[config.mk]
export PLATFORM = sky130hd
export DESIGN_NAME = mem_b_arbiter_flat
export DESIGN_NICKNAME = d
export VERILOG_FILES = /design/src/rtl/mem_pkg.sv /design/src/rtl/mem_b_arbiter_if.sv /design/src/rtl/mem_b_arbiter_rr_arb2.sv /design/src/rtl/mem_b_arbiter.sv /design/src/flat_wrapper.sv
export SDC_FILE = /design/constraint.sdc
export NUM_CORES = 1
export LEC_CHECK = 0
export BUFFER_PORTS_ARGS = -buffer_cell sky130_fd_sc_hd__buf_4
export CORE_AREA = 5 5 70 46
export DETAILED_ROUTE_END_ITERATION = 8
export DIE_AREA = 0 0 75 51
export PLACE_DENSITY = 0.83
export RECOVER_POWER = 100
export SYNTH_ARGS = -nofsm -noshare
export SYNTH_HDL_FRONTEND = slang
export SYNTH_HIERARCHICAL = 1
export SYNTH_SLANG_ARGS = --single-unit
[constraint.sdc]
create_clock -name clk -period 2.2 [get_ports clk]
set_input_delay 0.33 -clock clk [delete_from_list [all_inputs] [get_ports clk]]
set_output_delay 0.33 -clock clk [all_outputs]
set_load 0.05 [all_outputs]
[src/rtl/mem_pkg.sv]
// Shared definitions for the port-B memory arbiter: default widths,
// arbiter FSM state encoding and requester identifiers.
package mem_pkg;

  localparam int ADDR_W_DEF = 8;
  localparam int DATA_W_DEF = 8;

  typedef enum logic {
    ARB_S  = 1'b0,
    LOCK_S = 1'b1
  } arb_state_e;

  localparam logic REQ_CPU = 1'b0;
  localparam logic REQ_DMA = 1'b1;

endpackage

[src/rtl/mem_b_arbiter_if.sv]
// Bundle of the CPU/loader request buses and the memory port-B wires.
// Optional macro ARB_STATS_EN adds the statistics clear/counter signals.
interface mem_b_arbiter_if import mem_pkg::*; #(
  parameter int ADDR_W = ADDR_W_DEF,
  parameter int DATA_W = DATA_W_DEF
);
  logic              cpu_req;
  logic              cpu_we;
  logic [ADDR_W-1:0] cpu_addr;
  logic [DATA_W-1:0] cpu_wdata;
  logic              cpu_gnt;
  logic              cpu_stall;
  logic              cpu_rvalid;
  logic              dma_req;
  logic              dma_lock;
  logic              dma_we;
  logic [ADDR_W-1:0] dma_addr;
  logic [DATA_W-1:0] dma_wdata;
  logic              dma_gnt;
  logic              dma_rvalid;
  logic [DATA_W-1:0] rdata;
  logic [ADDR_W-1:0] mem_addr_b;
  logic              mem_we_b;
  logic [DATA_W-1:0] mem_wdata_b;
  logic [DATA_W-1:0] mem_rdata_b;
`ifdef ARB_STATS_EN
  logic              stat_clr;
  logic [15:0]       stat_conflict;
  logic [15:0]       stat_cpu_stall;

  modport slave (
    input  cpu_req, cpu_we, cpu_addr, cpu_wdata,
    input  dma_req, dma_lock, dma_we, dma_addr, dma_wdata, mem_rdata_b, stat_clr,
    output cpu_gnt, cpu_stall, cpu_rvalid, dma_gnt, dma_rvalid, rdata,
    output mem_addr_b, mem_we_b, mem_wdata_b, stat_conflict, stat_cpu_stall
  );
  modport master (
    output cpu_req, cpu_we, cpu_addr, cpu_wdata,
    output dma_req, dma_lock, dma_we, dma_addr, dma_wdata, mem_rdata_b, stat_clr,
    input  cpu_gnt, cpu_stall, cpu_rvalid, dma_gnt, dma_rvalid, rdata,
    input  mem_addr_b, mem_we_b, mem_wdata_b, stat_conflict, stat_cpu_stall
  );
`else
  modport slave (
    input  cpu_req, cpu_we, cpu_addr, cpu_wdata,
    input  dma_req, dma_lock, dma_we, dma_addr, dma_wdata, mem_rdata_b,
    output cpu_gnt, cpu_stall, cpu_rvalid, dma_gnt, dma_rvalid, rdata,
    output mem_addr_b, mem_we_b, mem_wdata_b
  );
  modport master (
    output cpu_req, cpu_we, cpu_addr, cpu_wdata,
    output dma_req, dma_lock, dma_we, dma_addr, dma_wdata, mem_rdata_b,
    input  cpu_gnt, cpu_stall, cpu_rvalid, dma_gnt, dma_rvalid, rdata,
    input  mem_addr_b, mem_we_b, mem_wdata_b
  );
`endif
endinterface

[src/rtl/mem_b_arbiter_rr_arb2.sv]
// Two-way round-robin grant with a last-winner register; force_i hands
// the slot to the loader unconditionally while a burst lock holds.
module rr_arb2 import mem_pkg::*; (
  input  logic       clk,
  input  logic       rst,
  input  logic [1:0] req_i,
  input  logic       force_i,
  output logic [1:0] gnt_o
);

  logic last_q, last_d;

  always_ff @(posedge clk or negedge rst) begin
    if (!rst) last_q <= REQ_DMA;
    else      last_q <= last_d;
  end

  always_comb begin
    gnt_o = 2'b00;
    if (force_i) begin
      gnt_o[REQ_DMA] = req_i[REQ_DMA];
    end else if (&req_i) begin
      if (last_q == REQ_DMA) gnt_o[REQ_CPU] = 1'b1;
      else                   gnt_o[REQ_DMA] = 1'b1;
    end else begin
      gnt_o = req_i;
    end
  end

  always_comb begin
    last_d = last_q;
    if (gnt_o[REQ_DMA])      last_d = REQ_DMA;
    else if (gnt_o[REQ_CPU]) last_d = REQ_CPU;
  end

endmodule

[src/rtl/mem_b_arbiter.sv]
// Port-B arbiter between CPU MEM stage and loader: round-robin with bounded
// loader burst lock, 1-cycle read-valid pipeline. Optional: ARB_STATS_EN.
module mem_b_arbiter import mem_pkg::*; #(
  parameter int ADDR_W   = ADDR_W_DEF,
  parameter int DATA_W   = DATA_W_DEF,
  parameter int MAX_LOCK = 16
) (
  input  logic            clk,
  input  logic            rst,
  mem_b_arbiter_if.slave  bus
);

  localparam int                CNT_W   = $clog2(MAX_LOCK + 1);
  localparam logic [CNT_W-1:0]  MAX_CNT = CNT_W'(MAX_LOCK);

  arb_state_e       state_q, state_d;
  logic [CNT_W-1:0] lock_cnt_q, lock_cnt_d;
  logic             lock_cont;
  logic [1:0]       gnt;
  logic             cpu_rvalid_q, dma_rvalid_q;

  function automatic logic [CNT_W-1:0] sat_inc_cnt(input logic [CNT_W-1:0] v);
    return (v == MAX_CNT) ? v : v + 1'b1;
  endfunction

  // Lock survives only while the loader keeps asking for it and the CPU has
  // not yet waited out MAX_LOCK locked grants; otherwise decide as ARB.
  assign lock_cont = (state_q == LOCK_S) & bus.dma_req & bus.dma_lock &
                     ~(bus.cpu_req & (lock_cnt_q == MAX_CNT));

  rr_arb2 u_rr (
    .clk     (clk),
    .rst     (rst),
    .req_i   ({bus.dma_req, bus.cpu_req}),
    .force_i (lock_cont),
    .gnt_o   (gnt)
  );

  always_ff @(posedge clk or negedge rst) begin
    if (!rst) begin
      state_q    <= ARB_S;
      lock_cnt_q <= '0;
    end else begin
      state_q    <= state_d;
      lock_cnt_q <= lock_cnt_d;
    end
  end

  always_comb begin
    state_d    = ARB_S;
    lock_cnt_d = '0;
    if (lock_cont) begin
      state_d    = LOCK_S;
      lock_cnt_d = bus.cpu_req ? sat_inc_cnt(lock_cnt_q) : lock_cnt_q;
    end else if (gnt[REQ_DMA] & bus.dma_lock) begin
      state_d    = LOCK_S;
      lock_cnt_d = CNT_W'(1);
    end
  end

  always_comb begin
    bus.cpu_gnt     = gnt[REQ_CPU];
    bus.dma_gnt     = gnt[REQ_DMA];
    bus.cpu_stall   = bus.cpu_req & ~gnt[REQ_CPU];
    bus.mem_we_b    = 1'b0;
    bus.mem_addr_b  = '0;
    bus.mem_wdata_b = '0;
    if (gnt[REQ_CPU]) begin
      bus.mem_we_b    = bus.cpu_we;
      bus.mem_addr_b  = bus.cpu_addr;
      bus.mem_wdata_b = bus.cpu_wdata;
    end else if (gnt[REQ_DMA]) begin
      bus.mem_we_b    = bus.dma_we;
      bus.mem_addr_b  = bus.dma_addr;
      bus.mem_wdata_b = bus.dma_wdata;
    end
  end

  // Read-valid stage aligned with the memory's synchronous read
  always_ff @(posedge clk or negedge rst) begin
    if (!rst) begin
      cpu_rvalid_q <= 1'b0;
      dma_rvalid_q <= 1'b0;
    end else begin
      cpu_rvalid_q <= gnt[REQ_CPU] & ~bus.cpu_we;
      dma_rvalid_q <= gnt[REQ_DMA] & ~bus.dma_we;
    end
  end

  assign bus.cpu_rvalid = cpu_rvalid_q;
  assign bus.dma_rvalid = dma_rvalid_q;
  assign bus.rdata      = bus.mem_rdata_b;

`ifdef ARB_STATS_EN
  logic [15:0] stat_conflict_q, stat_cpu_stall_q;

  function automatic logic [15:0] sat_inc16(input logic [15:0] v);
    return (&v) ? v : v + 16'd1;
  endfunction

  always_ff @(posedge clk or negedge rst) begin
    if (!rst) begin
      stat_conflict_q  <= '0;
      stat_cpu_stall_q <= '0;
    end else if (bus.stat_clr) begin
      stat_conflict_q  <= '0;
      stat_cpu_stall_q <= '0;
    end else begin
      if (bus.cpu_req & bus.dma_req) stat_conflict_q  <= sat_inc16(stat_conflict_q);
      if (bus.cpu_stall)             stat_cpu_stall_q <= sat_inc16(stat_cpu_stall_q);
    end
  end

  assign bus.stat_conflict  = stat_conflict_q;
  assign bus.stat_cpu_stall = stat_cpu_stall_q;
`endif

endmodule

[src/flat_wrapper.sv]
// flat-port wrapper written by rule: the top's interface ports become plain ports
module mem_b_arbiter_flat import mem_pkg::*;
#(
  parameter int ADDR_W   = ADDR_W_DEF,
  parameter int DATA_W   = DATA_W_DEF,
  parameter int MAX_LOCK = 16
)
  (clk, rst, bus_cpu_req, bus_cpu_we, bus_cpu_addr, bus_cpu_wdata, bus_dma_req, bus_dma_lock, bus_dma_we, bus_dma_addr, bus_dma_wdata, bus_mem_rdata_b, bus_cpu_gnt, bus_cpu_stall, bus_cpu_rvalid, bus_dma_gnt, bus_dma_rvalid, bus_rdata, bus_mem_addr_b, bus_mem_we_b, bus_mem_wdata_b);
  mem_b_arbiter_if #(.ADDR_W(ADDR_W), .DATA_W(DATA_W)) bus_i ();
  input  logic clk;
  input  logic rst;
  input wire logic [$bits(bus_i.cpu_req)-1:0] bus_cpu_req;
  input wire logic [$bits(bus_i.cpu_we)-1:0] bus_cpu_we;
  input wire logic [$bits(bus_i.cpu_addr)-1:0] bus_cpu_addr;
  input wire logic [$bits(bus_i.cpu_wdata)-1:0] bus_cpu_wdata;
  input wire logic [$bits(bus_i.dma_req)-1:0] bus_dma_req;
  input wire logic [$bits(bus_i.dma_lock)-1:0] bus_dma_lock;
  input wire logic [$bits(bus_i.dma_we)-1:0] bus_dma_we;
  input wire logic [$bits(bus_i.dma_addr)-1:0] bus_dma_addr;
  input wire logic [$bits(bus_i.dma_wdata)-1:0] bus_dma_wdata;
  input wire logic [$bits(bus_i.mem_rdata_b)-1:0] bus_mem_rdata_b;
  output wire logic [$bits(bus_i.cpu_gnt)-1:0] bus_cpu_gnt;
  output wire logic [$bits(bus_i.cpu_stall)-1:0] bus_cpu_stall;
  output wire logic [$bits(bus_i.cpu_rvalid)-1:0] bus_cpu_rvalid;
  output wire logic [$bits(bus_i.dma_gnt)-1:0] bus_dma_gnt;
  output wire logic [$bits(bus_i.dma_rvalid)-1:0] bus_dma_rvalid;
  output wire logic [$bits(bus_i.rdata)-1:0] bus_rdata;
  output wire logic [$bits(bus_i.mem_addr_b)-1:0] bus_mem_addr_b;
  output wire logic [$bits(bus_i.mem_we_b)-1:0] bus_mem_we_b;
  output wire logic [$bits(bus_i.mem_wdata_b)-1:0] bus_mem_wdata_b;
  assign bus_i.cpu_req = bus_cpu_req;
  assign bus_i.cpu_we = bus_cpu_we;
  assign bus_i.cpu_addr = bus_cpu_addr;
  assign bus_i.cpu_wdata = bus_cpu_wdata;
  assign bus_i.dma_req = bus_dma_req;
  assign bus_i.dma_lock = bus_dma_lock;
  assign bus_i.dma_we = bus_dma_we;
  assign bus_i.dma_addr = bus_dma_addr;
  assign bus_i.dma_wdata = bus_dma_wdata;
  assign bus_i.mem_rdata_b = bus_mem_rdata_b;
  assign bus_cpu_gnt = bus_i.cpu_gnt;
  assign bus_cpu_stall = bus_i.cpu_stall;
  assign bus_cpu_rvalid = bus_i.cpu_rvalid;
  assign bus_dma_gnt = bus_i.dma_gnt;
  assign bus_dma_rvalid = bus_i.dma_rvalid;
  assign bus_rdata = bus_i.rdata;
  assign bus_mem_addr_b = bus_i.mem_addr_b;
  assign bus_mem_we_b = bus_i.mem_we_b;
  assign bus_mem_wdata_b = bus_i.mem_wdata_b;
  mem_b_arbiter #(.ADDR_W(ADDR_W), .DATA_W(DATA_W), .MAX_LOCK(MAX_LOCK)) u_core (.clk(clk), .rst(rst), .bus(bus_i));
endmodule
==> results.md, run 1 <==
* Routed Antenna Nets at 0
* Combinational share of power at 0.581
* Sequential area share after synthesis at 0.304
* Worst R2R End: u_core/lock_cnt_q[0]
* Worst EP required at 1.87 ns
* GP Congestion at 0.859
* Failing checks: setup timing
* Syn Nets at 128
* Most used DFF post-synth: dfrtp_1
* Max Cap Viol at 0
* Worst Skew at 0.00229 ns
* Total Nets Final at 202
* Cell-internal power at 0.000546 W
* CP Launch Type: register
* Synth unique cells at 29
* Data arrival, critical path at 2.16 ns
* Core Rows at 14
* Layout cell share with drive strength beyond 1 at 0.750
* Detailed Routing Iterations Pass 1 at 4
* H-Tree Depth at 1
* First-pass GRT wire length at 4990 microns
* Final slew viol count at 0
* Congestion Overflow GR at 0
* Initial antenna violation count at 0
* Unrepaired setup endpoints after global routing: true
* Final Cycle Share at 1.13
* Sequential Power Share at 0.203
* Antenna cells at 0
* Root buf cell: clkbuf_8
* Final setup fails at 19
* All-Layer GR Usage at 0.181
* Number of synthesized flops with an enable pin at 0
* Min Clock Period, post-route at 2.49 ns
* Routed length per instance at 19.4 microns
* Dominant cell type by area after synthesis: dfrtp_1
* Core ar. at 2470 sq um
* Peak Freq at 401 MHz
* Hold WS at 0.266 ns
* Die ar. at 3830 sq um
* Area contributors post-synth: dfrtp_1, a22o_1, buf_4
* Vias in the first global route at 928
* Clk buf depth at 2
* Asr flop ratio synth at 1.00
* I/O pin total at 77
* Die H at 51 microns
* Worst hold-check path type: in2reg
* Start of the worst register-to-register path: u_core/lock_cnt_q[0]
* Estimated wirelength of the detail-placed design at 2630 microns
* DR vias/cell at 4.92
* Clock Sinks at 9
* Worst-Skew Late Latency at 0.23 ns
* I/O Buffers at 60
* Clock Power Share at 0.216
* FF-to-FF path depth at 12
* Synthesized area at 744 sq um
* Post-synthesis instance total at 79
* #FFs+latches synth at 9
* Share of the synthesized area in the top cell type at 0.269
* Maximum fanout along the worst path at 8
* Worst-Margin Slew at 0.597 ns
* Total Wirelength at 3580 microns
* Avg Cell Area, Syn at 9.42 sq um
* Die W at 75 microns
* Worst Hold Path EP: u_core/bus.dma_rvalid
* CTS clk-pin slew, worst paths at 0.05 ns
* Relative slew slack at 0.604
* Fin util at 0.665
* DRC at 0
* P per Cell Area at 549 nW/um^2
* Flop2flop setup slack at 0.06 ns
* Yosys Warn Count at 6
* CTS tree: built
* Worst setup EP type: output port
* Hold Crit Depth at 2
* Total leakage power at 0.811 nW
* Via count at 905
* Final-report hold violation count at 0
* Worst IR Drop VDD at 382 uV
* Final WS setup at -0.291 ns
* DR iter-0 viols at 30
* Crit Path Class: reg2out
* Run status: finished, violations left
* Largest net degree at the start of global routing at 12
* Source of the worst hold timing path: bus_dma_we
* Sw frac at 0.395
* Area Overhead vs Synth at 121%
* Sw power at 0.000356 W
* Initial Util at 0.301
* Cts bufs inserted at 3
-- metal layers --
metal  global-route usage  up-vias  part of all wire
li1                     -      421                 -
met1                0.192      447              0.34
met2                0.341       24              0.60
met3               0.0431       13             0.036
met4               0.0710        0             0.021
met5                    0        -                 0
-- Yosys cell counts, types with 2 or more instances --
cell type,n
inv_1,3
nand2_1,6
nand4_1,2
clkbuf_1,2
a22o_1,17
nor2_1,3
buf_4,10
nor2b_1,5
xor2_1,3
ha_1,2
dfrtp_1,8
-- cells by family after synthesis --
logic type / after synthesis / share of synthesized area
and+or+nand+nor: 24 / 0.210
xor gates and xnor gates: 3 / 0.0353
buffers and inverters: 17 / 0.148
adders and majority gates: 2 / 0.0336
DFF: 9 / 0.304
AOI/OAI and AO/OA: 24 / 0.269
-- how the worst max path moves through the flow --
stage / start / endpoint / slack, ns / depth (start not counted)
after global placement: u_core/lock_cnt_q[0] / bus_mem_we_b / -0.03 / 11
after global routing: u_core/lock_cnt_q[1] / bus_mem_wdata_b[2] / -0.37 / 11
final: u_core/lock_cnt_q[0] / bus_mem_addr_b[4] / -0.29 / 11
after floorplan: u_core/lock_cnt_q[0] / bus_mem_addr_b[3] / -0.34 / 10
after CTS: u_core/lock_cnt_q[0] / bus_mem_wdata_b[2] / -0.20 / 11
after detailed placement: u_core/lock_cnt_q[0] / bus_mem_wdata_b[2] / -0.13 / 11
-- per-stage QoR --
step                      total power [W]  cell area, sq um  cells  setup TNS (ns)  setup WS, ns
after global routing             0.000943              1640    184           -6.56        -0.375
after CTS                        0.000886              1580    180           -3.38        -0.205
after detailed placement         0.000620              1360    171           -1.87        -0.135
final                            0.000902              1640    184           -4.90        -0.291
after global placement           0.000608              1360    171          -0.399       -0.0327
after floorplan                  0.000504               872     79           -5.66        -0.338
-- repair_timing --
item / CTS / global route
endpoints found under the setup margin: 21 / 20
hold buffers: 1 / 0
pin swaps: 7 / 6
endpoints found under the hold margin: 8 / 0
buffers inserted: 4 / 4
gates resized for setup: 33 / 12
-- worst max-delay path, cell delays in order (launching register included) --
cell	delay, ns
dfrtp_1	0.39
inv_2	0.08
ha_4	0.13
nand3b_4	0.08
o21bai_4	0.16
inv_2	0.06
nand3b_1	0.19
and2_4	0.17
nor2b_4	0.13
buf_8	0.15
a22o_4	0.22
buf_6	0.15
-- state kept, by name (all words and copies together), names as in the netlist --
register	cells
u_core/state_q	1
u_core/u_rr/last_q	1
u_core/lock_cnt_q	5
u_core/bus.dma_rvalid	1
u_core/bus.cpu_rvalid	1
-- power by group through the flow --
stage	clock [W]	combinational (W)	sequential, W
after detailed placement	0	0.000435	0.000184
after global routing	0.000215	0.000545	0.000183
after CTS	0.000201	0.000503	0.000182
after global placement	0	0.000424	0.000184
after floorplan	0	0.000311	0.000193
final	0.000195	0.000524	0.000183
-- layout make-up --
cell class | instances | area [sq um]
repair buffers | 83 | 734
multi-input cells | 53 | 586
fillers | 181 | 827
clock buffers | 4 | 45.0
inverters | 3 | 11.3
flip-flops and latches | 9 | 226
well taps | 32 | 40.0
-- layout by cell type (no fill, tap or decap), types with 2 or more instances in the layout --
| cell | count |
|---|---|
| buf_6 | 14 |
| nor2b_1 | 3 |
| inv_2 | 3 |
| nand4_1 | 2 |
| xor2_1 | 3 |
| nor2_1 | 3 |
| a22o_4 | 14 |
| buf_4 | 56 |
| buf_8 | 9 |
| clkbuf_1 | 4 |
| dfrtp_1 | 8 |
| clkbuf_8 | 3 |
| nand2_1 | 5 |
| a22o_2 | 2 |
Note: power is estimated with default switching activity, not from simulation.
==> inputs of run 2 (changes only) <==
--- a/config.mk
+++ b/config.mk
@@ -11,6 +11,7 @@
 export DIE_AREA = 0 0 75 51
 export PLACE_DENSITY = 0.83
 export RECOVER_POWER = 100
+export SKIP_LAST_GASP = 1
 export SYNTH_ARGS = -nofsm -noshare
 export SYNTH_HDL_FRONTEND = slang
 export SYNTH_HIERARCHICAL = 1
==> constraint.sdc (replaced) <==
create_clock -name clk -period 2.2 [get_ports clk]
set_input_delay 0.44 -clock clk [delete_from_list [all_inputs] [get_ports clk]]
set_output_delay 0.44 -clock clk [all_outputs]
set_load 0.05 [all_outputs]
==> run 2 against run 1 <==
Highest routed layer unchanged. The run still ends with setup timing left. Sequential share of layout area down 0.64 points. Clock power up 4%. Final cell count up 2.7%. Clock-buffer cell count unchanged. Hold slack worse by 0.11 ns. Total power up 5.6%. Largest power group unchanged. First-iteration DRC count down 10%. Non-clock buffer count up 5. Largest cell class unchanged. Clock skew down 0.0011 ns. Wire length up 7.5%. Critical path depth unchanged. Setup slack worse by 0.14 ns.
==> results.md, run 2 (same netlist as run 1, synthesis figures left out) <==
* GP Congestion at 0.853
* FF/Latch Area at 226 sq um
* Via count at 942
* Stages on worst setup path at 11
* Data arrival, critical path at 2.19 ns
* Commonest non-fill, non-tap cells in the layout: buf_4, buf_6, a22o_4, dfrtp_1
* Die H at 51 microns
* Min Clock Period, post-route at 2.63 ns
* CP Launch Type: register
* Critical path's slowest cell: dfrtp_1
* Crit-path max cell delay at 0.38 ns
* Final-report hold violation count at 0
* Core Rows at 14
* Layout cell share with drive strength beyond 1 at 0.752
* Failing checks: setup timing
* Initial Util at 0.301
* Clock Sinks at 9
* Critical-path cell list: inv_2 > ha_4 > nand3b_4 > o21bai_4 > inv_2 > nand3b_1 > and2_4 > nor2b_4 > buf_16 > a22o_4 > buf_6
* Fin util at 0.698
* Most flops, register: u_core/lock_cnt_q
* I/O Buffers at 60
* Flop2flop setup slack at 0.02 ns
* Antenna cells at 0
* Root buf cell: clkbuf_8
* Final slew viol count at 0
* Core ar. at 2470 sq um
* Worst-Margin Slew at 0.597 ns
* Buf/Inv on CP at 4
* Worst IR Drop VDD at 362 uV
* Multi-input logic area at 561 sq um
* CTS clk-pin slew, worst paths at 0.05 ns
* Worst setup EP type: output port
* Cts bufs inserted at 3
* Run status: finished, violations left
* DR vias/cell at 4.98
* Clk buf depth at 2
* Top delay family on crit path: simple AND/OR/NAND/NOR gates
* Die ar. at 3830 sq um
* H-Tree Depth at 1
* Filler instances at 167
* Worst EP required at 1.76 ns
* DRC at 0
* Largest net degree at the start of global routing at 11
* Worst hold-check path type: in2async
* Vias in the first global route at 1010
* Worst Skew at 0.00121 ns
* CTS tree: built
* Placed Cells at 173
* Total Nets Final at 207
* DR iter-0 viols at 27
* Die W at 75 microns
* FF-to-FF path depth at 12
* Worst-Skew Late Latency at 0.24 ns
* Final WS setup at -0.427 ns
* Initial antenna violation count at 0
* First-pass GRT wire length at 5660 microns
* Detailed Routing Iterations Pass 1 at 4
* Non-filler cells, final at 189
* I/O pin total at 77
* Final Cycle Share at 1.19
* Final setup fails at 20
* P per Cell Area at 553 nW/um^2
* Crit Path Class: reg2out
* All-Layer GR Usage at 0.210
* Area Overhead vs Synth at 131%
* Congestion Overflow GR at 0
* Max FFs per register at 5
* Unrepaired setup endpoints after global routing: true
* Cts hold-fix bufs at 0
* Most common cell on crit path: inv_2
* Maximum fanout along the worst path at 8
* Estimated wirelength of the detail-placed design at 2570 microns
* Total Wirelength at 3850 microns
* Total leakage power at 0.852 nW
* Relative slew slack at 0.604
* PnR Total Power at 0.000952 W
* Routed Antenna Nets at 0
* Peak Freq at 381 MHz
* Max Cap Viol at 0
* Commonest non-fill, non-tap cell in the layout: buf_4
* Routed length per instance at 20.3 microns
-- run 2: changes by cell type in the layout (fill, tap and decap cells not counted), sizes merged --
cell,delta
buf,+5
clkbuf,+1
dlygate4sd3,-1
-- run 2: timing repair --
item                                    in CTS  in global routing
pin swaps                                    3                  1
endpoints found under the setup margin      21                 21
cloned                                       3                  1
resized for setup                           38                 10
buffers inserted                             5                  6
-- run 2: per-layer routing --
layer,vias to the layer above,share of wire,routed length (microns),GRT usage
met1,461,0.34,1320,0.216
met3,19,0.030,114,0.0431
met2,29,0.58,2230,0.406
met5,-,0,0,0
li1,433,-,-,-
met4,0,0.047,180,0.0888
-- run 2: metrics by stage --
step                      setup WS, ns  instance area (sq um)  hold WS (ns)  setup TNS (ns)
final                           -0.427                   1720         0.152           -7.39
after CTS                       -0.354                   1700        0.0183           -6.30
after global placement          -0.147                   1380         0.269           -2.28
after detailed placement        -0.222                   1380         0.272           -3.75
after global routing            -0.498                   1720         0.179           -8.95
after floorplan                 -0.448                    872         0.144           -7.64
-- run 2: cell type report --
cell class / count / area share
timing repair buffer: 88 / 0.487
sequential: 9 / 0.131
inverter: 3 / 0.00654
clock buffer: 4 / 0.0261
tap: 32 / 0.0232
multi-input combinational: 53 / 0.325
-- run 2: worst paths after layout --
path | start | to
worst max-delay path | u_core/lock_cnt_q[0] | bus_mem_addr_b[5]
worst min-delay path | rst | u_core/lock_cnt_q[0]
worst max register to register | u_core/lock_cnt_q[0] | u_core/lock_cnt_q[0]
worst min register to register | u_core/u_rr/last_q | u_core/u_rr/last_q
max in group asynchronous | rst | u_core/u_rr/last_q
min in group clk | bus_cpu_we | u_core/bus.cpu_rvalid
-- run 2: report_power, final --
group          internal [W]  switching (W)
Clock              0.000127      0.0000752
Combinational      0.000272       0.000294
Sequential         0.000177     0.00000630
==> inputs of run 3 (changes only) <==
--- a/config.mk
+++ b/config.mk
@@ -6,9 +6,9 @@
 export NUM_CORES = 1
 export LEC_CHECK = 0
 export BUFFER_PORTS_ARGS = -buffer_cell sky130_fd_sc_hd__buf_4
-export CORE_AREA = 5 5 70 46
+export CORE_AREA = 2 2 67 43
 export DETAILED_ROUTE_END_ITERATION = 8
-export DIE_AREA = 0 0 75 51
+export DIE_AREA = 0 0 69 45
 export PLACE_DENSITY = 0.83
 export RECOVER_POWER = 100
 export SKIP_LAST_GASP = 1
==> run 3 against run 2 <==
The run still ends with setup timing left. Sequential cell count is the same. Hold slack worse by 0.0056 ns. Maximum frequency is 1.6% higher. Die area decreased by 19%. Final cell count decreased by 2.6%. Critical path type unchanged. Highest routed layer unchanged.
==> results.md, run 3 (same netlist as run 1, synthesis figures left out) <==
* Maximum fanout along the worst path at 8
* Final Cycle Share at 1.18
* CP Capture Point: bus_mem_addr_b[2]
* Worst hold-check path type: in2async
* FF-to-FF path depth at 12
* Cell-internal power at 0.000549 W
* Initial Util at 0.304
* Placed Cells at 173
* PnR Total Power at 0.000896 W
* Antenna cells at 0
* Non-filler cells, final at 184
* Final WS setup at -0.386 ns
* Worst R2R End: u_core/lock_cnt_q[0]
* Worst setup EP type: output port
* First-pass GRT wire length at 4890 microns
* GP Congestion at 0.825
* Commonest non-fill, non-tap cell in the layout: buf_4
* Via count at 881
* Most common cell on crit path: inv_2
* Routed met3 length at 114 microns
* Clock Power Share at 0.211
* Buf/Inv on CP at 4
* DR iter-0 viols at 15
* Vias in the first global route at 949
* Total Wirelength at 3250 microns
* Min Clock Period, post-route at 2.59 ns
* Clock Sinks at 9
* Worst IR Drop VDD at 412 uV
* Root buf cell: clkbuf_8
* CTS clk-pin slew, worst paths at 0.05 ns
* Data arrival, critical path at 2.15 ns
* Routed length per instance at 17.7 microns
* Crit-path max cell delay at 0.39 ns
* Max layer used: met4
* Area Overhead vs Synth at 119%
* Core Rows at 14
* Relative slew slack at 0.605
* Sw frac at 0.388
* Sequential Power Share at 0.203
* Routed Antenna Nets at 0
* Worst-Skew Late Latency at 0.23 ns
* Routed wl met2 at 1860 microns
* Unrepaired setup endpoints after global routing: true
* Critical-path cell list: inv_2 > ha_4 > nand3b_4 > o21bai_4 > inv_2 > nand3b_1 > and2_4 > nor2b_4 > buf_12 > a22o_2 > buf_6
* Filler instances at 188
* Sw power at 0.000348 W
* Crit Path Class: reg2out
* Die W at 69 microns
* Worst Skew at 0.00241 ns
* CTS tree: built
* Peak Freq at 387 MHz
* Congestion Overflow GR at 0
* Worst EP required at 1.76 ns
* Crit path launch: u_core/lock_cnt_q[0]
* Total Nets Final at 202
* Stages on worst setup path at 11
* DR vias/cell at 4.79
* Flop2flop setup slack at 0.08 ns
* Estimated wirelength of the detail-placed design at 2340 microns
* All-Layer GR Usage at 0.208
* P per Cell Area at 549 nW/um^2
* Final slew viol count at 0
* Max Cap Viol at 0
* I/O pin total at 77
* Detailed Routing Iterations Pass 1 at 4
* Initial antenna violation count at 0
* H-Tree Depth at 1
* Wl on met1 at 1240 microns
* Layout cell share with drive strength beyond 1 at 0.750
* Start of the worst register-to-register path: u_core/lock_cnt_q[0]
* CP Launch Type: register
* Top delay family on crit path: simple AND/OR/NAND/NOR gates
* Failing checks: setup timing
* DRC at 0
* Worst-Margin Slew at 0.595 ns
* Final TNS setup at -6.76 ns
* Final setup fails at 20
* Commonest non-fill, non-tap cells in the layout: buf_4, buf_6, a22o_4, dfrtp_1, nand2_1
* Die H at 45 microns
* I/O Buffers at 60
* Core ar. at 2450 sq um
* Largest net degree at the start of global routing at 11
* Combinational share of power at 0.585
* Run status: finished, violations left
* Max FFs per register at 5
* Die ar. at 3110 sq um
* Clk buf depth at 2
* Final-report hold violation count at 0
* Most flops, register: u_core/lock_cnt_q
* Critical path's slowest cell: dfrtp_1
* Total leakage power at 0.811 nW
* Cts bufs inserted at 3
## run 3: cell type report
cell class / instances / area, sq um / area share
tap: 32 / 40.0 / 0.0245
sequential: 9 / 226 / 0.139
multi-input combinational: 53 / 569 / 0.348
clock buffer: 4 / 45.0 / 0.0276
timing repair buffer: 83 / 742 / 0.454
inverter: 3 / 11.3 / 0.00689
## run 3: worst reg2reg max path, stage by stage, from the launching register on
cell,delay [ns]
dfrtp_1,0.39
inv_2,0.10
ha_4,0.15
nand3b_4,0.08
o21bai_4,0.13
inv_2,0.05
nand3b_1,0.16
and2_4,0.17
buf_4,0.15
and2_4,0.16
o32ai_2,0.23
a22o_1,0.16
a31oi_1,0.05
## run 3: routing by layer
metal | track usage | up-vias
li1 | - | 428
met1 | 0.247 | 429
met2 | 0.388 | 16
met3 | 0.0469 | 8
met4 | 0.0627 | 0
met5 | 0 | -
## run 3: metrics by stage
stage	setup slack (ns)	hold WS, ns	area, sq um	util
after floorplan	-0.448	0.144	872	-
after global placement	-0.172	0.270	1380	0.564
after detailed placement	-0.228	0.272	1380	0.564
after CTS	-0.348	0.0234	1610	0.658
after global routing	-0.447	0.182	1630	0.666
final	-0.386	0.147	1630	0.666
## run 3: worst min path at each step
stage,slack [ns],start,cells past startpoint,to
2_1_floorplan,0.14,rst,0,u_core/bus.cpu_rvalid
3_3_place_gp,0.27,rst,1,u_core/lock_cnt_q[1]
3_5_place_dp,0.27,rst,1,u_core/lock_cnt_q[0]
4_1_cts,0.02,rst,1,u_core/lock_cnt_q[0]
5_1_grt,0.18,rst,1,u_core/lock_cnt_q[1]
6_report,0.15,rst,1,u_core/lock_cnt_q[0]
## run 3: power groups by stage
stage                     logic (W)  clock network [W]  registers, W
after detailed placement   0.000442                  0      0.000184
final                      0.000525           0.000190      0.000182
after floorplan            0.000311                  0      0.000193
after global placement     0.000429                  0      0.000184
after global routing       0.000545           0.000200      0.000183
after CTS                  0.000515           0.000194      0.000182
## run 3: timing repair
| action | 4_1_cts | 5_1_grt |
|---|---|---|
| pin swaps | 2 | 4 |
| gates cloned | 2 | 0 |
| hold buffers | 0 | 0 |
| setup buffers | 4 | 1 |
| endpoints found under the setup margin | 20 | 21 |
| resized for setup | 32 | 7 |
